### src/rtl/pc_sequencer_pkg.sv
// Shared next-PC encoding and fetch FSM state type for the IF stage.
// The pcsource encoding is also used by the ID-stage decoder.
package pcsrc_pkg;

    localparam logic [1:0] PCSRC_SEQ = 2'b00;
    localparam logic [1:0] PCSRC_BR  = 2'b01;
    localparam logic [1:0] PCSRC_JR  = 2'b10;
    localparam logic [1:0] PCSRC_J   = 2'b11;

    localparam logic [31:0] RESET_PC_DEFAULT = 32'h0000_0000;

    typedef enum logic [1:0] {
        BOOT = 2'd0,
        RUN  = 2'd1,
        WAIT = 2'd2,
        HOLD = 2'd3
    } fetch_state_t;

endpackage

### src/rtl/pc_sequencer_if.sv
// Instruction-memory fetch handshake between the PC sequencer (master) and imem (slave).
interface pc_sequencer_if #(parameter int AW = 32);

    logic          req;
    logic [AW-1:0] addr;
    logic          ready;
    logic [31:0]   rdata;

    modport master (output req, addr, input ready, rdata);
    modport slave  (input req, addr, output ready, rdata);

endinterface

### src/rtl/pc_sequencer_target_mux.sv
// Selects the redirect target named by the ID-stage pcsource code.
module pc_target_mux
    import pcsrc_pkg::*;
#(
    parameter int AW = 32
) (
    input  logic [1:0]    pcsource,
    input  logic [AW-1:0] bpc,
    input  logic [AW-1:0] rpc,
    input  logic [AW-1:0] jpc,
    output logic [AW-1:0] target
);

    always_comb begin
        target = '0;
        case (pcsource)
            PCSRC_BR: target = bpc;
            PCSRC_JR: target = rpc;
            PCSRC_J:  target = jpc;
            default:  target = '0;
        endcase
    end

endmodule

### src/rtl/pc_sequencer.sv
// Fetch PC register and imem handshake with delayed-branch redirects; absorbs
// memory wait states and ID stalls without dropping or duplicating an instruction.
module pc_sequencer
    import pcsrc_pkg::*;
#(
    parameter int            AW       = 32,
    parameter logic [AW-1:0] RESET_PC = AW'(RESET_PC_DEFAULT)
) (
    input  logic           clock,
    input  logic           reset,
    input  logic           stall,
    input  logic           id_valid,
    input  logic [1:0]     pcsource,
    input  logic [AW-1:0]  bpc,
    input  logic [AW-1:0]  rpc,
    input  logic [AW-1:0]  jpc,
    pc_sequencer_if.master imem,
    output logic           if_valid,
    output logic [31:0]    if_inst,
    output logic [AW-1:0]  if_pc4,
    output logic           pend_redirect
);

    fetch_state_t  state;
    fetch_state_t  state_next;
    logic [AW-1:0] pc;
    logic [AW-1:0] pc_seq;
    logic [AW-1:0] target;
    logic          pend_v;
    logic [AW-1:0] pend_tgt;
    logic [31:0]   hold_word;
    logic          req;
    logic          deliver;
    logic          capture;
    logic          redir;

    pc_target_mux #(.AW(AW)) target_mux (
        .pcsource (pcsource),
        .bpc      (bpc),
        .rpc      (rpc),
        .jpc      (jpc),
        .target   (target)
    );

    assign pc_seq        = pc + AW'(4);
    assign redir         = id_valid & ~stall & (pcsource != PCSRC_SEQ);
    assign imem.req      = req;
    assign imem.addr     = pc;
    assign pend_redirect = pend_v;

    always_ff @(posedge clock or posedge reset) begin
        if (reset) begin
            state <= BOOT;
        end else begin
            state <= state_next;
        end
    end

    always_comb begin
        state_next = state;
        case (state)
            BOOT: state_next = RUN;
            RUN:  if (~stall & ~imem.ready) state_next = WAIT;
            WAIT: if (imem.ready) state_next = stall ? HOLD : RUN;
            HOLD: if (~stall) state_next = RUN;
            default: state_next = BOOT;
        endcase
    end

    // req depends only on state and stall so imem.ready never loops back into it.
    always_comb begin
        req     = 1'b0;
        deliver = 1'b0;
        capture = 1'b0;
        case (state)
            RUN: begin
                req     = ~stall;
                deliver = ~stall & imem.ready;
            end
            WAIT: begin
                req     = 1'b1;
                deliver = imem.ready & ~stall;
                capture = imem.ready & stall;
            end
            HOLD: deliver = ~stall;
            default: ;
        endcase
        if_valid = deliver;
        if_inst  = '0;
        if_pc4   = '0;
        if (deliver) begin
            if_inst = (state == HOLD) ? hold_word : imem.rdata;
            if_pc4  = pc_seq;
        end
    end

    // A redirect that misses the delay-slot deliver waits in pend until the next one.
    always_ff @(posedge clock or posedge reset) begin
        if (reset) begin
            pc        <= RESET_PC;
            pend_v    <= 1'b0;
            pend_tgt  <= '0;
            hold_word <= '0;
        end else begin
            if (deliver) begin
                pc     <= pend_v ? pend_tgt : (redir ? target : pc_seq);
                pend_v <= 1'b0;
            end else if (redir & ~pend_v) begin
                pend_v   <= 1'b1;
                pend_tgt <= target;
            end
            if (capture) begin
                hold_word <= imem.rdata;
            end
        end
    end

endmodule

### src/flat_wrapper.sv
// flat-port wrapper written by rule: the top's interface ports become plain ports
module pc_sequencer_flat import pcsrc_pkg::*;
#(
    parameter int            AW       = 32,
    parameter logic [AW-1:0] RESET_PC = AW'(RESET_PC_DEFAULT)
)
  (clock, reset, stall, id_valid, pcsource, bpc, rpc, jpc, if_valid, if_inst, if_pc4, pend_redirect, imem_req, imem_addr, imem_ready, imem_rdata);
  pc_sequencer_if #(.AW(AW)) imem_i ();
  input  logic clock;
  input  logic reset;
  input  logic stall;
  input  logic id_valid;
  input  logic [1:0] pcsource;
  input  logic [AW-1:0] bpc;
  input  logic [AW-1:0] rpc;
  input  logic [AW-1:0] jpc;
  output logic if_valid;
  output logic [31:0] if_inst;
  output logic [AW-1:0] if_pc4;
  output logic pend_redirect;
  output wire logic [$bits(imem_i.req)-1:0] imem_req;
  output wire logic [$bits(imem_i.addr)-1:0] imem_addr;
  input wire logic [$bits(imem_i.ready)-1:0] imem_ready;
  input wire logic [$bits(imem_i.rdata)-1:0] imem_rdata;
  assign imem_req = imem_i.req;
  assign imem_addr = imem_i.addr;
  assign imem_i.ready = imem_ready;
  assign imem_i.rdata = imem_rdata;
  pc_sequencer #(.AW(AW), .RESET_PC(RESET_PC)) u_core (.clock(clock), .reset(reset), .stall(stall), .id_valid(id_valid), .pcsource(pcsource), .bpc(bpc), .rpc(rpc), .jpc(jpc), .imem(imem_i), .if_valid(if_valid), .if_inst(if_inst), .if_pc4(if_pc4), .pend_redirect(pend_redirect));
endmodule
### config.mk
export PLATFORM = sky130hd
export DESIGN_NAME = pc_sequencer_flat
export DESIGN_NICKNAME = d
export VERILOG_FILES = /design/src/rtl/pc_sequencer_pkg.sv /design/src/rtl/pc_sequencer_if.sv /design/src/rtl/pc_sequencer_target_mux.sv /design/src/rtl/pc_sequencer.sv /design/src/flat_wrapper.sv
export SDC_FILE = /design/constraint.sdc
export NUM_CORES = 1
export LEC_CHECK = 0
export BUFFER_PORTS_ARGS = -buffer_cell sky130_fd_sc_hd__buf_2
export CORE_ASPECT_RATIO = 1.5
export CORE_MARGIN = 1.5
export CORE_UTILIZATION = 51
export DETAILED_ROUTE_END_ITERATION = 7
export PLACE_DENSITY = 0.82
export SLEW_MARGIN = 20
export SYNTH_ARGS = -nofsm -noshare
export SYNTH_HDL_FRONTEND = slang
export SYNTH_SLANG_ARGS = --single-unit
### constraint.sdc
create_clock -name clock -period 3.9 [get_ports clock]
set_input_delay 0.39 -clock clock [delete_from_list [all_inputs] [get_ports clock]]
set_output_delay 0.39 -clock clock [all_outputs]
set_load 0.05 [all_outputs]
==> metrics.csv, run 1 <==
metric;value;unit
Max Fanout on Critical Path;11;
Distinct cells, synth;68;
wire per inst;17.5;µm
leakage power;3.77;nW
met2 wire length;9610;µm
Die Area;0.0136;mm²
quantity of hold-fixing buffers added after cts;0;
Synth Warn #;0;
top cells by count, synth;nor2_1, dfrtp_1, nand2_1, mux2_2, mux2i_1;
clk slew on worst S/H paths;0.07;ns
placement-stage cell area;0.00778;mm²
Yosys reg bits;99;
Worst R2R Start;u_core.state[0]$_DFFE_PP0P_;
Die Y;142;µm
Vias/cell;5.86;
R2R setup slack;1.09;ns
overall power;5.97;mW
leading area contributor after synthesis;dfrtp_1;
initial antenna violation count;0;
RSZ-0062 raised after global routing;false;
routed metal-1 wire length;7220;µm
FFs w/ async S/R, synth;1.00;
Post-CTS Setup Bufs;0;
clk_lat worst skew;0.35;ns
routability-driven placement congestion ratio;0.892;
Initial Util;0.524;
worst hold path class;primary input to async pin;
Sink Count;99;
slack of the critical path;0.748;ns
Row Count;50;
Post-synth EDFFs;0;
routed vias;6365;
setup tns final;0;ns
Area Overhead vs Synth;22.8;%
CTS tree;done;
Synth area leaders;dfrtp_1, mux2_2, mux2i_1;
Clock Root Buffer;clkbuf_16;
post-synthesis sequential area ratio;0.378;
Mean Syn Cell Area;9.04;µm²
most common cell in the netlist;nor2_1;
pre-CTS setup slack;1.16;ns
WS Path Type;register to primary output;
I/O Buffers;233;
data arrival time of the critical path;2.76;ns
clock tree buffer depth;2;
Post-Syn Area;0.00656;mm²
final hold slack;0.247;ns
total wire length;19000;µm
Slew headroom;0.389;
IO Pins;234;
top sig layer;met4;
# diodes;0;
fmax;0.317;GHz
worst clock skew;0.0108;ns
nets;1065;
Main synth FF type;dfrtp_1;
Detail Placement HPWL;14100;µm
Syn Inst Count;726;
Max H-tree Level;3;
largest net degree at the start of global routing;74;
Cell Pwr Density;740;mW/mm²
status;complete, no violations;
clock buffer count from CTS;9;
Finished Cell Area;0.00806;mm²
Worst-Margin Slew;0.917;ns
first-pass GRT wire length;29700;µm
Yosys top cell area share;0.378;
Die Span X;95.6;µm
met3 wire length;1390;µm
# DRC;0;
Final ANT Viol Nets;0;
CP required;3.51;ns
share of layout cells above drive strength 1;0.369;
critical path capture point type;primary output;
GRT Util Overall;0.282;
max-slew violations;0;
peak supply drop;0.318;mV
Core Area;0.0125;mm²
CP Launch Point;u_core.imem.addr[8]$_DFFE_PP0P_;
endpoints failing setup;0;
Final Hold Viols;0;
# resized after CTS;0;
number of max-cap violations;0;
Critical Path Source Type;register;
initial DRC count;426;
grt ovf;0;
Net Count, Synth;866;
vias in the first global route;6188;
Tcrit/Tclk final;0.808;
min Tclk post-route;3.15;ns
DR pass1 iterations;5;
metal layers:
layer,GRT usage,up-vias
li1,-,3019
met1,0.322,2976
met2,0.481,313
met3,0.0600,57
met4,0.152,0
met5,0,-
logic make-up after synthesis:
group | after synthesis | share of synthesized area
AOI/OAI and AO/OA | 145 | 0.150
muxes | 106 | 0.173
xor gates and xnor gates | 28 | 0.0374
buffers and inverters | 66 | 0.0435
DFF | 99 | 0.378
and+or+nand+nor | 277 | 0.209
adders and majority gates | 5 | 0.00954
final timing paths:
path | end | cells past startpoint
max | if_pc4[28] | 6
min | u_core.hold_word[6]$_DFFE_PP0P_ | 2
max reg2reg | u_core.pend_tgt[22]$_DFFE_PP0P_ | 8
min reg2reg | u_core.pend_tgt[5]$_DFFE_PP0P_ | 2
max in group asynchronous | u_core.imem.addr[10]$_DFFE_PP0P_ | 3
min in group clock | u_core.hold_word[9]$_DFFE_PP0P_ | 2
sequential cells by signal, indices dropped and copies added (netlist names):
register	cells
u_core.pend_redirect	1
u_core.pend_tgt	32
u_core.hold_word	32
u_core.imem.addr	32
u_core.state	2
layout make-up:
cell class                 count  area, µm²
clock buffer                  12        256
timing repair buffer         247       1270
multi-input combinational    561       3800
tap                          156        195
inverter                       7       28.8
fill                        1121       4450
clock inverter                 4       25.0
sequential                    99       2480
cells in the final DEF (no fill, tap or decap), types with 5 or more instances in the layout:
cell       netlist  final
clkbuf_16        0      9
and3_1           9      9
nand3_1         28     28
o21ai_0         45     45
and2_1           6      6
nor4_1           6      6
buf_4            1     14
buf_2           20    233
mux2i_1         47     47
a21oi_1         23     23
dfrtp_1         99     99
nand4_1         12     12
xnor2_1         12     12
a22oi_1          9      9
nor3_1           9      9
xor2_1          16     16
nor2_1         101    101
mux2_2          59     59
o2bb2ai_1        5      5
a22o_1           6      6
nand2_1         65     65
and4_1           5      5
a221oi_1        15     15
power by group:
part / switching (mW) / internal [mW] / leakage, nW
Clock: 0.380 / 0.465 / 0.135
Combinational: 2.09 / 1.02 / 2.44
Sequential: 0.502 / 1.51 / 1.20
worst max-delay path, cell delays in order (launching register included):
cell	delay [ns]
dfrtp_1	0.57
nand3_4	0.22
nor4_4	0.75
nand3_1	0.31
xor2_1	0.21
nor2_1	0.08
buf_2	0.27
stage by stage:
stage	instances	utilization
after floorplan	726	-
after global placement	1070	0.622
after detailed placement	1070	0.622
after CTS	1086	0.644
after global routing	1086	0.644
final	1086	0.644
Power figures use the tool's default switching activity.
==> inputs of run 2 (changes only) <==
--- a/config.mk
+++ b/config.mk
@@ -8,9 +8,9 @@
 export BUFFER_PORTS_ARGS = -buffer_cell sky130_fd_sc_hd__buf_2
 export CORE_ASPECT_RATIO = 1.5
 export CORE_MARGIN = 1.5
-export CORE_UTILIZATION = 51
+export CORE_UTILIZATION = 46
 export DETAILED_ROUTE_END_ITERATION = 7
-export PLACE_DENSITY = 0.82
+export PLACE_DENSITY = 0.78
 export SLEW_MARGIN = 20
 export SYNTH_ARGS = -nofsm -noshare
 export SYNTH_HDL_FRONTEND = slang
==> constraint.sdc (replaced) <==
create_clock -name clock -period 2.7 [get_ports clock]
set_input_delay 0.27 -clock clock [delete_from_list [all_inputs] [get_ports clock]]
set_output_delay 0.27 -clock clock [all_outputs]
set_load 0.05 [all_outputs]
==> run 2 against run 1 <==
  * Global-route usage fell by 1.6 points
  * Final cell count up 4.2%
  * First-iteration DRC count rose by 11%
  * Cell area increased by 4.0%
  * Sequential power up 45%
  * Hold slack got worse by 0.18 ns
  * Via count grew 0.86%
  * Clock skew shrank 0.00055 ns
  * Routed wire length rose by 4.1%
  * Power grew 50%
  * Critical path type unchanged
  * Highest routed layer unchanged
==> metrics.csv, run 2 (synthesis gave the netlist of run 1 again) <==
metric;value;unit;change
peak supply drop;0.524;mV;+65%
share of layout cells above drive strength 1;0.388;;+0.0195
Internal;4.64;mW;+55%
final hold slack;0.0702;ns;-0.177 ns
routability-driven placement congestion ratio;0.889;;-0.25%
clock tree buffer depth;2;;unchanged
Core Area;0.0140;mm²;+12%
worst clock skew;0.0103;ns;-0.000546 ns
first-pass GRT wire length;31300;µm;+5.2%
dpl cells;1119;;+4.6%
Area Overhead vs Synth;27.8;%;
sequential fraction of design power;0.325;;-0.012
number of max-cap violations;0;;unchanged
Clock Root Buffer;clkbuf_16;;
endpoints failing setup;0;;unchanged
Critical Path Source Type;register;;
most frequent cells in the layout;buf_2, dfrtp_1, nor2_1, nand2_1, mux2_2;;
CP required;2.43;ns;-1.08 ns
WS Path Type;register to primary output;;
RSZ-0062 raised after global routing;false;;
Max H-tree Level;3;;unchanged
# diodes;0;;unchanged
leakage power;3.86;nW;+2.5%
critical path capture point type;primary output;;
nets;1078;;+1.2%
largest net degree at the start of global routing;79;;+6.8%
grt ovf;0;;unchanged
wire per inst;17.5;µm;-0.17%
total wire length;19800;µm;+4.1%
clk slew on worst S/H paths;0.07;ns;about the same
# DRC;0;;unchanged
IO Pins;234;;unchanged
Slew headroom;0.462;;+0.0736
DR pass1 iterations;6;;+1
fmax;0.383;GHz;
Worst-Margin Slew;0.805;ns;-0.112 ns
Die Y;149;µm;+5.2%
switching power;4.30;mW;+44%
Vias/cell;5.67;;-3.2%
initial antenna violation count;0;;unchanged
Final ANT Viol Nets;0;;unchanged
max-slew violations;0;;unchanged
clock power share;0.160;;+0.018
Tcrit/Tclk final;0.966;;
Detail Placement HPWL;14900;µm;+5.5%
fin cells;1132;;+4.2%
Die Area;0.0150;mm²;+11%
clk_lat worst skew;0.34;ns;about the same
clock buffer count from CTS;9;;unchanged
CTS tree;done;;
GRT Util Overall;0.266;;-0.0159
Initial Util;0.469;;-0.0555
vias in the first global route;6200;;+0.19%
Sink Count;99;;unchanged
combinational share of power;0.515;;-0.006
worst hold path class;primary input to async pin;;
Die Span X;101;µm;+5.1%
status;complete, no violations;;
Max Fanout on Critical Path;11;;unchanged
routed vias;6420;;+0.86%
initial DRC count;472;;+11%
Row Count;53;;+6.0%
min Tclk post-route;2.61;ns;
Cell Pwr Density;1070;mW/mm²;+44%
Sw Ratio;0.481;;-0.0178
Layout Utilization;0.599;;-0.0451
data arrival time of the critical path;2.34;ns;-0.42 ns
most common cell after layout, fill and taps aside;buf_2;;
I/O Buffers;233;;unchanged
Final Hold Viols;0;;unchanged
==> run 2: cell types whose count changed in the layout (fill, tap and decap cells not counted), sizes merged <==
cell,delta
clkinv,-2
buf,+8
inv,-1
bufinv,+3
clkbuf,+3
clkinvlp,-1
==> run 2: routing by layer <==
layer / track usage / part of all wire / routed length [µm]
met1: 0.331 / 0.39 / 7620
met2: 0.460 / 0.52 / 10300
met3: 0.0389 / 0.065 / 1280
met4: 0.108 / 0.027 / 541
met5: 0 / 0 / 0
==> run 2: final cells by class <==
class	instances	area (µm²)
inverter	7	32.5
fill	1266	5610
timing repair buffer	260	1470
sequential	99	2480
clock buffer	10	229
tap	192	240
multi-input combinational	561	3830
clock inverter	3	90.1
==> run 2: what timing repair did <==
action                                  4_1_cts  5_1_grt
resized for setup                             0       13
endpoints found under the setup margin        0       18
setup buffers                                 0        0
hold endpoints to repair                      0        0
hold buffers                                  0        0
==> run 2: worst paths after layout <==
path	from	endpoint	slack, ns	cells after the start
max in group asynchronous	reset	u_core.pend_tgt[26]$_DFFE_PP0P_	1.95	3
min in group clock	imem_rdata[4]	u_core.hold_word[4]$_DFFE_PP0P_	0.18	2
setup reg to reg	u_core.state[0]$_DFFE_PP0P_	u_core.pend_tgt[19]$_DFFE_PP0P_	0.33	9
hold / removal	reset	u_core.hold_word[1]$_DFFE_PP0P_	0.07	2
hold reg to reg	u_core.pend_tgt[10]$_DFFE_PP0P_	u_core.pend_tgt[10]$_DFFE_PP0P_	0.48	2
setup / recovery	u_core.imem.addr[12]$_DFFE_PP0P_	if_pc4[24]	0.09	7
==> run 2: per-stage QoR <==
step / TNS, ns / worst slack, ns / total power, mW / area (µm²)
floorplan: -0.488 / -0.0377 / 6.25 / 6580
global placement: 0 / 0.406 / 7.36 / 8030
detailed placement: 0 / 0.330 / 7.47 / 8030
CTS: 0 / 0.0178 / 8.93 / 8350
global route: 0 / 0.00114 / 9.47 / 8380
finish: 0 / 0.0912 / 8.94 / 8380
==> run 2: power groups by stage <==
| stage | Clock [mW] | Combinational, mW | Sequential, mW |
|---|---|---|---|
| final | 1.43 | 4.61 | 2.91 |
| after global routing | 1.52 | 4.95 | 3.00 |
| after CTS | 1.46 | 4.60 | 2.88 |
| after detailed placement | 0 | 4.57 | 2.90 |
| after global placement | 0 | 4.50 | 2.86 |
| after floorplan | 0 | 2.84 | 3.41 |
==> run 2: worst max-delay path, cell delays in order, from the launching register on <==
cell and delay [ns]:
dfrtp_1 0.56, nand4_1 0.22, nor4_4 0.20, buf_4 0.24, nand4_1 0.21, xor2_1 0.22
nor2_2 0.08, buf_2 0.26
==> inputs of run 3 (changes only) <==
--- a/config.mk
+++ b/config.mk
@@ -5,12 +5,12 @@
 export SDC_FILE = /design/constraint.sdc
 export NUM_CORES = 1
 export LEC_CHECK = 0
-export BUFFER_PORTS_ARGS = -buffer_cell sky130_fd_sc_hd__buf_2
-export CORE_ASPECT_RATIO = 1.5
+export ABC_AREA = 1
 export CORE_MARGIN = 1.5
-export CORE_UTILIZATION = 46
+export CORE_UTILIZATION = 58
 export DETAILED_ROUTE_END_ITERATION = 7
-export PLACE_DENSITY = 0.78
+export DONT_BUFFER_PORTS = 1
+export PLACE_DENSITY = 0.76
 export SLEW_MARGIN = 20
 export SYNTH_ARGS = -nofsm -noshare
 export SYNTH_HDL_FRONTEND = slang
==> run 3 against run 2 <==
  * Sequential share of layout area increased by 3.0 points
  * Final cell count rose by 6.9%
  * Via count is 1.8% higher
  * Synthesized cell count up 37%
  * Routed wire length down 11%
  * Highest routed layer unchanged
  * Clock skew up 0.0030 ns
  * First-iteration DRC count up 23%
  * Global-route usage is 3.4 points higher
  * Largest power group unchanged
==> metrics.csv, run 3 <==
metric;value;unit;change
Final ANT Viol Nets;0;;unchanged
Vias/cell;5.40;;-4.7%
vias in the first global route;5621;;-9.3%
max-slew violations;0;;unchanged
most common cell after layout, fill and taps aside;nand2_1;;
Initial Util;0.596;;+0.127
RSZ-0062 raised after global routing;false;;
overall power;8.44;mW;-5.6%
nets;1206;;+12%
largest net degree at the start of global routing;69;;-13%
pre-CTS setup slack;0.485;ns;+0.155 ns
Detail Placement HPWL;13200;µm;-11%
slack of the critical path;0.162;ns;+0.0713 ns
clock buffer count from CTS;9;;unchanged
most common cell in the netlist;nand2_1;;
Synth Warn #;0;;unchanged
Finished Cell Area;0.00759;mm²;-9.4%
Main synth FF type;dfrtp_1;;
clk_lat worst skew;0.38;ns;+0.04 ns
Critical Path Source Type;register;;
IO Pins;234;;unchanged
most frequent cells in the layout;nand2_1, nor2_1, inv_1, dfrtp_1, buf_4;;
grt ovf;0;;unchanged
Max Fanout on Critical Path;68;;+57
data arrival time of the critical path;2.27;ns;-0.07 ns
Max H-tree Level;3;;unchanged
Yosys top cell area share;0.382;;+0.00437
Distinct cells, synth;35;;-49%
Post-Syn Area;0.00648;mm²;-1.1%
status;complete, no violations;;
GRT Util Overall;0.300;;+0.0338
initial DRC count;580;;+23%
peak supply drop;0.552;mV;+5.3%
DR pass1 iterations;5;;-1
Syn Inst Count;993;;+37%
# fillers;968;;-24%
endpoints failing setup;0;;unchanged
min Tclk post-route;2.54;ns;-0.0713 ns
wire per inst;14.6;µm;-17%
post-synthesis sequential area ratio;0.382;;+0.00437
Clock Root Buffer;clkbuf_8;;
I/O Buffers;0;;-100%
WS Path Type;register to primary output;;
dpl cells;1194;;+6.7%
Die Y;109;µm;-27%
share of layout cells above drive strength 1;0.143;;-0.245
routability-driven placement congestion ratio;0.919;;+3.3%
fin cells;1210;;+6.9%
clk slew on worst S/H paths;0.09;ns;+0.02 ns
CTS tree;done;;
# diodes;0;;unchanged
CP required;2.43;ns;about the same
Final Hold Viols;0;;unchanged
clock tree buffer depth;2;;unchanged
total wire length;17600;µm;-11%
Die Span X;109;µm;+8.2%
final hold slack;0.0663;ns;-0.00389 ns
top cells by count, synth;nand2_1, nor2_1, inv_1, dfrtp_1, o21ai_0;;
Area Overhead vs Synth;17.1;%;
Slew headroom;0.486;;+0.0233
Tcrit/Tclk final;0.940;;-0.0264
routed vias;6537;;+1.8%
initial antenna violation count;0;;unchanged
FFs w/ async S/R, synth;1.00;;unchanged
# DRC;0;;unchanged
setup tns final;0;ns;unchanged
Sink Count;99;;unchanged
number of max-cap violations;0;;unchanged
worst clock skew;0.0133;ns;+0.00299 ns
placement-stage cell area;0.00736;mm²;-8.4%
Yosys reg bits;99;;unchanged
Worst-Margin Slew;0.770;ns;-0.0349 ns
Post-synth EDFFs;0;;unchanged
Cell Pwr Density;1110;mW/mm²;+4.2%
worst hold path class;primary input to register;;
Net Count, Synth;1133;;+31%
first-pass GRT wire length;27500;µm;-12%
Synth area leaders;dfrtp_1, nand2_1, nor2_1;;
fmax;0.394;GHz;+2.8%
Mean Syn Cell Area;6.53;µm²;-28%
Layout Utilization;0.698;;+0.0985
leakage power;3.89;nW;+0.57%
leading area contributor after synthesis;dfrtp_1;;
Row Count;38;;-28%
critical path capture point type;primary output;;
Die Area;0.0118;mm²;-21%
Core Area;0.0109;mm²;-22%
==> run 3: cell count changes after synthesis, sizes merged, moves of 31 or more <==
cell	previous run	this run
mux2	59	0
inv	6	115
nor2	104	140
nand2	68	328
nand3	30	61
a21oi	23	63
mux2i	47	1
o21ai	48	93
==> run 3: routing by layer <==
metal / track usage / part of all wire
met3: 0.0472 / 0.074
met2: 0.479 / 0.46
met1: 0.413 / 0.44
met4: 0.114 / 0.026
met5: 0 / 0
==> run 3: what timing repair did <==
action / CTS / global route
setup endpoints to repair: 0 / 59
hold endpoints to repair: 32 / 0
hold buffers: 1 / 0
gates resized for setup: 0 / 5
buffers inserted: 0 / 0
==> run 3: kinds of logic after synthesis <==
kind of cell               after synthesis  share of synthesized area
xor gates and xnor gates                12                     0.0162
AOI/OAI and AO/OA                      176                      0.146
adders and majority gates                5                    0.00965
muxes                                    1                    0.00154
DFF                                     99                      0.382
and+or+nand+nor                        537                      0.338
buffers and inverters                  163                      0.107
==> run 3: where the power goes <==
group	switching [mW]	total (mW)	internal (mW)	leakage (nW)
Sequential	0.616	2.75	2.14	1.23
Combinational	3.26	4.63	1.38	2.55
Clock	0.512	1.05	0.539	0.108
Total	4.38	8.44	4.06	3.89
==> run 3: final timing paths <==
kind	slack, ns	cells past startpoint	end	startpoint
setup / recovery	0.16	8	if_pc4[14]	u_core.state[0]$_DFFE_PP0P_
hold / removal	0.07	2	u_core.hold_word[24]$_DFFE_PP0P_	imem_rdata[24]
setup reg to reg	0.54	10	u_core.imem.addr[21]$_DFFE_PP0P_	u_core.state[0]$_DFFE_PP0P_
hold reg to reg	0.48	2	u_core.pend_tgt[4]$_DFFE_PP0P_	u_core.pend_tgt[4]$_DFFE_PP0P_
max in group asynchronous	1.46	3	u_core.hold_word[5]$_DFFE_PP0P_	reset
min in group asynchronous	0.51	2	u_core.pend_tgt[31]$_DFFE_PP0P_	reset
==> run 3: area by class of cell <==
type / instances / area, µm² / share of cell area
Multi-Input combinational cell: 731 / 3320 / 0.438
Clock buffer: 10 / 138 / 0.0181
Clock inverter: 5 / 77.6 / 0.0102
Sequential cell: 99 / 2480 / 0.326
Inverter: 115 / 443 / 0.0583
Tap cell: 140 / 175 / 0.0231
Timing Repair Buffer: 110 / 961 / 0.127
==> run 3: worst max-delay path, stage by stage, from the launching register on <==
cell and delay [ns]:
dfrtp_1 0.40, inv_1 0.10, ha_1 0.30, inv_1 0.09, o21bai_1 0.08, nand2_2 0.12, buf_6 0.42, nor2_1 0.11
buf_4 0.21
